`config.mk`:
```
export PLATFORM = sky130hd
export DESIGN_NAME = vram_arbiter
export DESIGN_NICKNAME = d
export VERILOG_FILES = /design/src/rtl/vram_arbiter.sv
export SDC_FILE = /design/constraint.sdc
export NUM_CORES = 1
export LEC_CHECK = 0
export ABC_AREA = 0
export CAP_MARGIN = 20
export CORE_MARGIN = 2
export CORE_UTILIZATION = 34
export CTS_BUF_LIST = sky130_fd_sc_hd__clkbuf_4 sky130_fd_sc_hd__clkbuf_8
export CTS_CLUSTER_SIZE = 14
export DETAILED_ROUTE_END_ITERATION = 8
export PLACE_DENSITY = 0.76
export SLEW_MARGIN = 25
export SYNTH_ARGS = -nofsm -noshare
export SYNTH_HDL_FRONTEND = slang
export SYNTH_SLANG_ARGS = --single-unit
```
`constraint.sdc`:
```
create_clock -name clk -period 3.1 [get_ports clk]
set_input_delay 0.62 -clock clk [delete_from_list [all_inputs] [get_ports clk]]
set_output_delay 0.62 -clock clk [all_outputs]
set_load 0.01 [all_outputs]
```
`src/rtl/vram_arbiter.sv`:
```
// Slot-paced arbiter sharing one single-port VRAM among display, sprite and CPU requesters.
// Grants are registered one clock after the slot; read data returns through an owner-tag pipeline.
module vram_arbiter #(
    parameter int ADDR_W     = 14,
    parameter int DATA_W     = 8,
    parameter int MEM_LAT    = 2,
    parameter int CPU_SLOT_N = 4
) (
    input  logic              clk,
    input  logic              reset,
    input  logic              cs,
    input  logic              h_en,
    input  logic              h_active,
    input  logic              h_end,
    input  logic              disp_req,
    input  logic [ADDR_W-1:0] disp_addr,
    output logic              disp_ack,
    output logic              disp_rvalid,
    input  logic              sp_req,
    input  logic [ADDR_W-1:0] sp_addr,
    output logic              sp_ack,
    output logic              sp_rvalid,
    input  logic              cpu_req,
    input  logic              cpu_we,
    input  logic [ADDR_W-1:0] cpu_addr,
    input  logic [DATA_W-1:0] cpu_wdata,
    output logic              cpu_ack,
    output logic              cpu_rvalid,
    output logic [DATA_W-1:0] rd_data,
    output logic              mem_en,
    output logic              mem_we,
    output logic [ADDR_W-1:0] mem_addr,
    output logic [DATA_W-1:0] mem_wdata,
    input  logic [DATA_W-1:0] mem_rdata
);

    localparam int               CNT_W    = $clog2(CPU_SLOT_N);
    localparam logic [CNT_W-1:0] CNT_LAST = CNT_W'(CPU_SLOT_N - 1);

    typedef enum logic [1:0] {
        OWN_NONE = 2'd0,
        OWN_DISP = 2'd1,
        OWN_SP   = 2'd2,
        OWN_CPU  = 2'd3
    } owner_e;

    logic [CNT_W-1:0]  slot_cnt_q, slot_cnt_d;
    logic              slot;
    logic              reserved;
    logic              disp_elig, sp_elig, cpu_elig;
    owner_e            grant_d;
    owner_e            tag_in_d;
    owner_e            tag_q [MEM_LAT];
    owner_e            tag_out;

    logic              disp_ack_q, sp_ack_q, cpu_ack_q;
    logic              disp_ack_d, sp_ack_d, cpu_ack_d;
    logic              mem_en_q, mem_en_d;
    logic              mem_we_q, mem_we_d;
    logic [ADDR_W-1:0] mem_addr_q, mem_addr_d;
    logic [DATA_W-1:0] mem_wdata_q, mem_wdata_d;
    logic              disp_rvalid_q, sp_rvalid_q, cpu_rvalid_q;
    logic              disp_rvalid_d, sp_rvalid_d, cpu_rvalid_d;
    logic [DATA_W-1:0] rd_data_q, rd_data_d;

    assign slot     = !cs || h_en;
    // h_end clears the count before the reserved-slot test, so the line-end slot is never reserved.
    assign reserved = cs && !h_end && (slot_cnt_q == CNT_LAST);

    // A pending ack blocks its own requester, so back-to-back slots cannot grant a stale request.
    assign disp_elig = cs && disp_req && !disp_ack_q;
    assign sp_elig   = cs && sp_req && !sp_ack_q;
    assign cpu_elig  = cpu_req && !cpu_ack_q;

    always_comb begin
        slot_cnt_d = slot_cnt_q;
        if (!cs) begin
            slot_cnt_d = '0;
        end else if (slot) begin
            if (h_end || slot_cnt_q == CNT_LAST) begin
                slot_cnt_d = '0;
            end else begin
                slot_cnt_d = slot_cnt_q + 1'b1;
            end
        end
    end

    always_comb begin
        grant_d = OWN_NONE;
        if (slot) begin
            if (reserved && cpu_elig) begin
                grant_d = OWN_CPU;
            end else if (h_active) begin
                if (disp_elig)      grant_d = OWN_DISP;
                else if (cpu_elig)  grant_d = OWN_CPU;
                else if (sp_elig)   grant_d = OWN_SP;
            end else begin
                if (sp_elig)        grant_d = OWN_SP;
                else if (cpu_elig)  grant_d = OWN_CPU;
                else if (disp_elig) grant_d = OWN_DISP;
            end
        end
    end

    always_comb begin
        disp_ack_d  = (grant_d == OWN_DISP);
        sp_ack_d    = (grant_d == OWN_SP);
        cpu_ack_d   = (grant_d == OWN_CPU);
        mem_en_d    = (grant_d != OWN_NONE);
        mem_we_d    = (grant_d == OWN_CPU) && cpu_we;
        mem_addr_d  = mem_addr_q;
        mem_wdata_d = mem_wdata_q;
        tag_in_d    = grant_d;
        case (grant_d)
            OWN_DISP: mem_addr_d = disp_addr;
            OWN_SP:   mem_addr_d = sp_addr;
            OWN_CPU: begin
                mem_addr_d  = cpu_addr;
                mem_wdata_d = cpu_wdata;
                if (cpu_we) tag_in_d = OWN_NONE;
            end
            default: ;
        endcase
    end

    assign tag_out = tag_q[MEM_LAT-1];

    always_comb begin
        disp_rvalid_d = (tag_out == OWN_DISP);
        sp_rvalid_d   = (tag_out == OWN_SP);
        cpu_rvalid_d  = (tag_out == OWN_CPU);
        rd_data_d     = rd_data_q;
        if (tag_out != OWN_NONE) rd_data_d = mem_rdata;
    end

    always_ff @(posedge clk) begin
        if (reset) begin
            slot_cnt_q    <= '0;
            disp_ack_q    <= 1'b0;
            sp_ack_q      <= 1'b0;
            cpu_ack_q     <= 1'b0;
            mem_en_q      <= 1'b0;
            mem_we_q      <= 1'b0;
            mem_addr_q    <= '0;
            mem_wdata_q   <= '0;
            disp_rvalid_q <= 1'b0;
            sp_rvalid_q   <= 1'b0;
            cpu_rvalid_q  <= 1'b0;
            rd_data_q     <= '0;
            for (int i = 0; i < MEM_LAT; i++) tag_q[i] <= OWN_NONE;
        end else begin
            slot_cnt_q    <= slot_cnt_d;
            disp_ack_q    <= disp_ack_d;
            sp_ack_q      <= sp_ack_d;
            cpu_ack_q     <= cpu_ack_d;
            mem_en_q      <= mem_en_d;
            mem_we_q      <= mem_we_d;
            mem_addr_q    <= mem_addr_d;
            mem_wdata_q   <= mem_wdata_d;
            disp_rvalid_q <= disp_rvalid_d;
            sp_rvalid_q   <= sp_rvalid_d;
            cpu_rvalid_q  <= cpu_rvalid_d;
            rd_data_q     <= rd_data_d;
            tag_q[0]      <= tag_in_d;
            for (int i = 1; i < MEM_LAT; i++) tag_q[i] <= tag_q[i-1];
        end
    end

    assign disp_ack    = disp_ack_q;
    assign sp_ack      = sp_ack_q;
    assign cpu_ack     = cpu_ack_q;
    assign mem_en      = mem_en_q;
    assign mem_we      = mem_we_q;
    assign mem_addr    = mem_addr_q;
    assign mem_wdata   = mem_wdata_q;
    assign disp_rvalid = disp_rvalid_q;
    assign sp_rvalid   = sp_rvalid_q;
    assign cpu_rvalid  = cpu_rvalid_q;
    assign rd_data     = rd_data_q;

endmodule

```
Word-level counts from Yosys, hierarchy flattened

Memories as Yosys holds them, arrays and structs flattened.
Cells that the tools add are included.

Bits in registers: 40
RAM bits: 4
Bits of input ports: 68
Word-level logic and storage cells: 62
Memories: 1

Memory list:

| memory | depth | bits a word | read ports | clocked after memory_dff | wr ports | RTL line | RTL |
|---|---|---|---|---|---|---|---|
| tag_q  | 2     | 2           | 2          | 0                        | 2        | 53       | `owner_e tag_q [MEM_LAT];` |

Add/sub/neg operators: 1
Eq/ne operators: 7
Mux-type cells: 18
Bitwise logic cells: 3
Reduce and logical (&&, ||, !) cells: 20

Operators by type and width:

| operator              | count |
|---|---|
| $pmux W14 S3          | 1 |
| $mux W2               | 13 |
| $eq A2 B2 Y1 const B  | 5 |
| $logic_and A1 B1 Y1   | 9 |
| $logic_not A1 Y1      | 5 |
| $eq A2 B1 Y1 const B  | 2 |
| $mux W1               | 4 |
| $reduce_bool A2 Y1    | 2 |
| $reduce_bool A3 Y1    | 1 |
| $add A2 B1 Y2 const B | 1 |
| $logic_or A1 B1 Y1    | 2 |
| $or A1 B1 Y1          | 2 |
| $reduce_or A2 Y1      | 1 |
| $not A1 Y1            | 1 |

Depth between registers and ports, before layout

Word-level depth: 11
Gate-level depth with buffers: 7
Gate-level depth less buffers: 6

Worst setup path after synthesis

OpenSTA, ideal clock, no wires.

Path type: input to register
Start point: input h_end
End point: register mem_addr_q[7] (netlist: mem_addr[7])
Data arrival time: 1909 ps
Data required time: 2964 ps
Path slack: 1055 ps
Cell stages on the path: 6
Path through: nand4bb_4 a32oi_2 nand2_2 buf_6 a221oi_2 a2111oi_2

Longest elaborated chain between the ends: 8
Elaborated cells on any way between the ends: 11
Classes of those cells: 3 x eq/ne; 3 x mux; 5 x reduce/logical

Ends and longest elaborated chain:

| what                                               | RTL line | RTL |
|---|---|---|
| start, declared                                    | 14       | `input logic h_end,` |
| $logic_not A1 Y1 (*)                               | 68       | `assign reserved = cs && !h_end && (slot_cnt_q == CNT_LAST);` |
| $logic_and A1 B1 Y1 (*) (2 in a row)               | 68       |  |
| $logic_and A1 B1 Y1 (*)                            | 91       | `if (reserved && cpu_elig) begin` |
| $mux W2 (*)                                        | 91       |  |
| $mux W2 (*)                                        | 90       | `if (slot) begin` |
| $eq A2 B2 Y1 or $eq A2 B1 Y1 (tied branches)       | 114      | `case (grant_d)` |
| $pmux W14 S3 or $reduce_bool A3 Y1 (tied branches) | -        |  |
| end signal, assigned                               | 158      | `mem_addr_q <= mem_addr_d;` |
| end, declared                                      | 60       | `logic [ADDR_W-1:0] mem_addr_q, mem_addr_d;` |

Every way passes the cells marked *; elsewhere a longest branch is shown, timed or not.
A chain may end at the register's enable or synchronous reset.

Final worst setup path

Start point: input cs
End point: register mem_addr_q[6] (netlist: mem_addr[6])

Longest elaborated chain between the ends: 10
Elaborated cells on any way between the ends: 23
Classes of those cells: 3 x eq/ne; 10 x mux; 10 x reduce/logical

Ends and longest elaborated chain:

| what                                                | RTL line | RTL |
|---|---|---|
| start, declared                                     | 11       | `input logic cs,` |
| $logic_and A1 B1 Y1 (on tied branches) (2 in a row) | 71, 72   |  |
| $mux W1 or $mux W2 (tied branches)                  | 100, 96  |  |
| $mux W2 (on tied branches)                          | 99, 95   |  |
| $mux W2 (on tied branches)                          | 98, 94   |  |
| $mux W2                                             | 93       | `end else if (h_active) begin` |
| $mux W2                                             | 91       |  |
| $mux W2 (*)                                         | 90       |  |
| $eq A2 B2 Y1 or $eq A2 B1 Y1 (tied branches)        | 114      |  |
| $pmux W14 S3 or $reduce_bool A3 Y1 (tied branches)  | -        |  |

Marked as above.

==> qor.csv <==
metric,value,unit
status,completed,
critical-path maximum fanout,17,
dpl hpwl,4050,microns
Mapped Cells,211,
core area,0.00592,sq mm
Final setup violation count,0,
Synth cell types,37,
"most common cell after layout, fill and taps aside",clkdlybuf4s50_1,
Final #Nets,384,
n_diodes,0,
setup_tns,0,ns
PortBufs,105,
grt ovf,0,
placement-stage cell area,0.00316,sq mm
share of layout cells above drive strength 1,13.0,%
Initial Util,35.3,%
deepest clock path buffer count,2,
antenna violations before repair,0,
Total Routing Usage GR,16.4,%
"Clk Latency, worst-skew pair",0.29,ns
vias per cell,4.87,
vias in the first global route,1833,
H-tree depth,2,
simple-gate share of the synthesized area,20.5,%
worst rel slew slack,41.7,%
largest net degree at the start of global routing,43,
Synth top area share,42.1,%
pin slew with the least headroom to its limit,0.875,ns
die area,0.00680,sq mm
synthesized-area fraction occupied by adder cells,0.598,%
Ports,106,
hold buffer count at CTS,0,
first-pass GRT wire length,8490,microns
routability cong.,0.769,
Compound-Gate Fraction of Synth Area,24.2,%
MaxCap Viol Count,0,
crit end category,register,
Slew Limit Fails,0,
register area share after synthesis,42.1,%
cts repair resizes,0,
peak supply drop,205,uV
Critical Path Source Type,primary input,
leading area contributor after synthesis,dfxtp_1,
clock root cell,clkbuf_8,
Antenna Nets Post-Route,0,
post-synthesis mux area share,4.37,%
P_leak,1.25,nW
pwr/cell area,442,mW/mm^2
wire per inst,14.2,microns
Clock transition at path regs,0.08,ns
die height,82.4,microns
worst endpoint required time,3.24,ns
critical path arrival,2.50,ns
Syn. warnings,0,
DRT Pass-1 Iters,4,
DRC Markers,0,
Clock Sinks,44,
design area,0.00328,sq mm
CTS tree,yes,
#FFs+latches synth,44,
xor-xnor portion of the synthesized cell area,0,%
Post-Syn Area,0.00209,sq mm
via count,1903,
setup bufs post-CTS,0,
cell types occupying the most area after synthesis,"dfxtp_1 42%, a2111oi_2 5.7%, a221oi_2 5.0%",
Final period util,76.4,%
Syn Area/Cell,9.91,sq um
Syn Nets,280,
"Hold Vio Cnt, Final",0,
min-delay worst type,register to register,
RSZ-0062 raised after global routing,false,
total detailed-routing wirelength,5550,microns
Worst Clk Skew,0.00373,ns
fmax,422,MHz
Final min period,2.37,ns
Crit Path Class,primary input to register,
most frequent cells in the layout,"104 x clkdlybuf4s50_1, 44 x dfxtp_1, 26 x nor2_1",
initial DRC count,65,
row count,28,
CTS Buf Count,5,
main combinational cell family by area after synthesis,compound AO/OA/AOI/OAI gates,
Die X,82.4,microns
P&R area growth vs syn,56.8,%
## metrics by stage
step / power, mW / util [%] / hold slack [ns] / worst slack [ns] / instances
after floorplan: 0.833 / - / 0.414 / 1.06 / 211
final: 1.45 / 55.4 / 0.451 / 0.733 / 391
after detailed placement: 1.03 / 53.4 / 0.434 / 0.423 / 383
after CTS: 1.47 / 55.4 / 0.452 / 0.725 / 391
after global placement: 1.02 / 53.3 / 0.426 / 0.281 / 383
after global routing: 1.53 / 55.4 / 0.470 / 0.525 / 391
## Yosys cell counts (all sizes together)
cell and count:
dlygate4sd3 1, mux2i 8, nand2 11, a21oi 10, nor3 4, o21a 1
a221oi 14, and3b 3, dfxtp 44, dlymetal6s2s 1, clkbuf 5, a2111oi 14
nand3b 2, inv 15, and2b 1, nand4bb 1, nor2 26, and2 15
o211ai 1, a32oi 1, o21ai 10, nor3b 3, buf 5, nor2b 2
bufbuf 1, nand2b 5, a211oi 2, and3 1, ha 1, mux2 1
nand3 2
## final timing paths
kind	slack (ns)	endpoint	startpoint	cells after the start
setup / recovery	0.73	mem_addr[6]$_SDFFE_PP0P_	cs	6
setup reg to reg	1.08	mem_addr[4]$_SDFFE_PP0P_	slot_cnt_q[0]$_SDFFE_PP0N_	7
hold reg to reg	0.45	tag_q[0][2]$_SDFF_PP0_	tag_q[0][0]$_SDFF_PP0_	1
hold / removal	0.45	tag_q[0][2]$_SDFF_PP0_	tag_q[0][0]$_SDFF_PP0_	1
## cell families (layout without fill, tap and decap cells)
group	Yosys count	count (layout)
adder cells (fa/ha/maj)	1	1
multiplexers	9	9
AND/OR/NAND/NOR	76	76
flip-flops	44	44
buffers and inverters	28	133
AO/OA/AOI/OAI	53	53
## worst max-delay path: stages
cell and delay, ns:
clkdlybuf4s50_1 0.53, and3b_1 0.26, a32oi_2 0.25, nand2_2 0.31
a221oi_1 0.43, a2111oi_2 0.09
## power breakdown
part | switching [mW] | internal [mW] | leakage [nW]
clock | 0.198 | 0.243 | 0.0583
sequential | 0.0259 | 0.608 | 0.361
combinational | 0.158 | 0.219 | 0.831
total | 0.382 | 1.07 | 1.25
## area by class of cell
class                      instances  area [sq um]
fill                             542          2640
timing repair buffer             110          1080
multi-input combinational        139          1050
sequential                        44           881
tap                               75          93.8
clock buffer                       5          68.8
inverter                          15          56.3
clock inverter                     3          47.5
## registers in the layout, indices dropped and copies added, names as in the netlist
name,count
mem_wdata,8
rd_data,8
mem_we,1
disp_ack,1
tag_q,4
disp_rvalid,1
cpu_rvalid,1
slot_cnt_q,2
cpu_ack,1
mem_addr,14
sp_ack,1
sp_rvalid,1
mem_en,1
## per-layer routing
metal  up-vias  wire length [microns]  GRT usage (%)
met2        62                   2740           27.7
met3         6                    351           4.46
met1       876                   2420           20.2
li1        959                      -              -
met4         0                     41           5.67
met5         -                      0              0
Power figures use the tool's default switching activity.
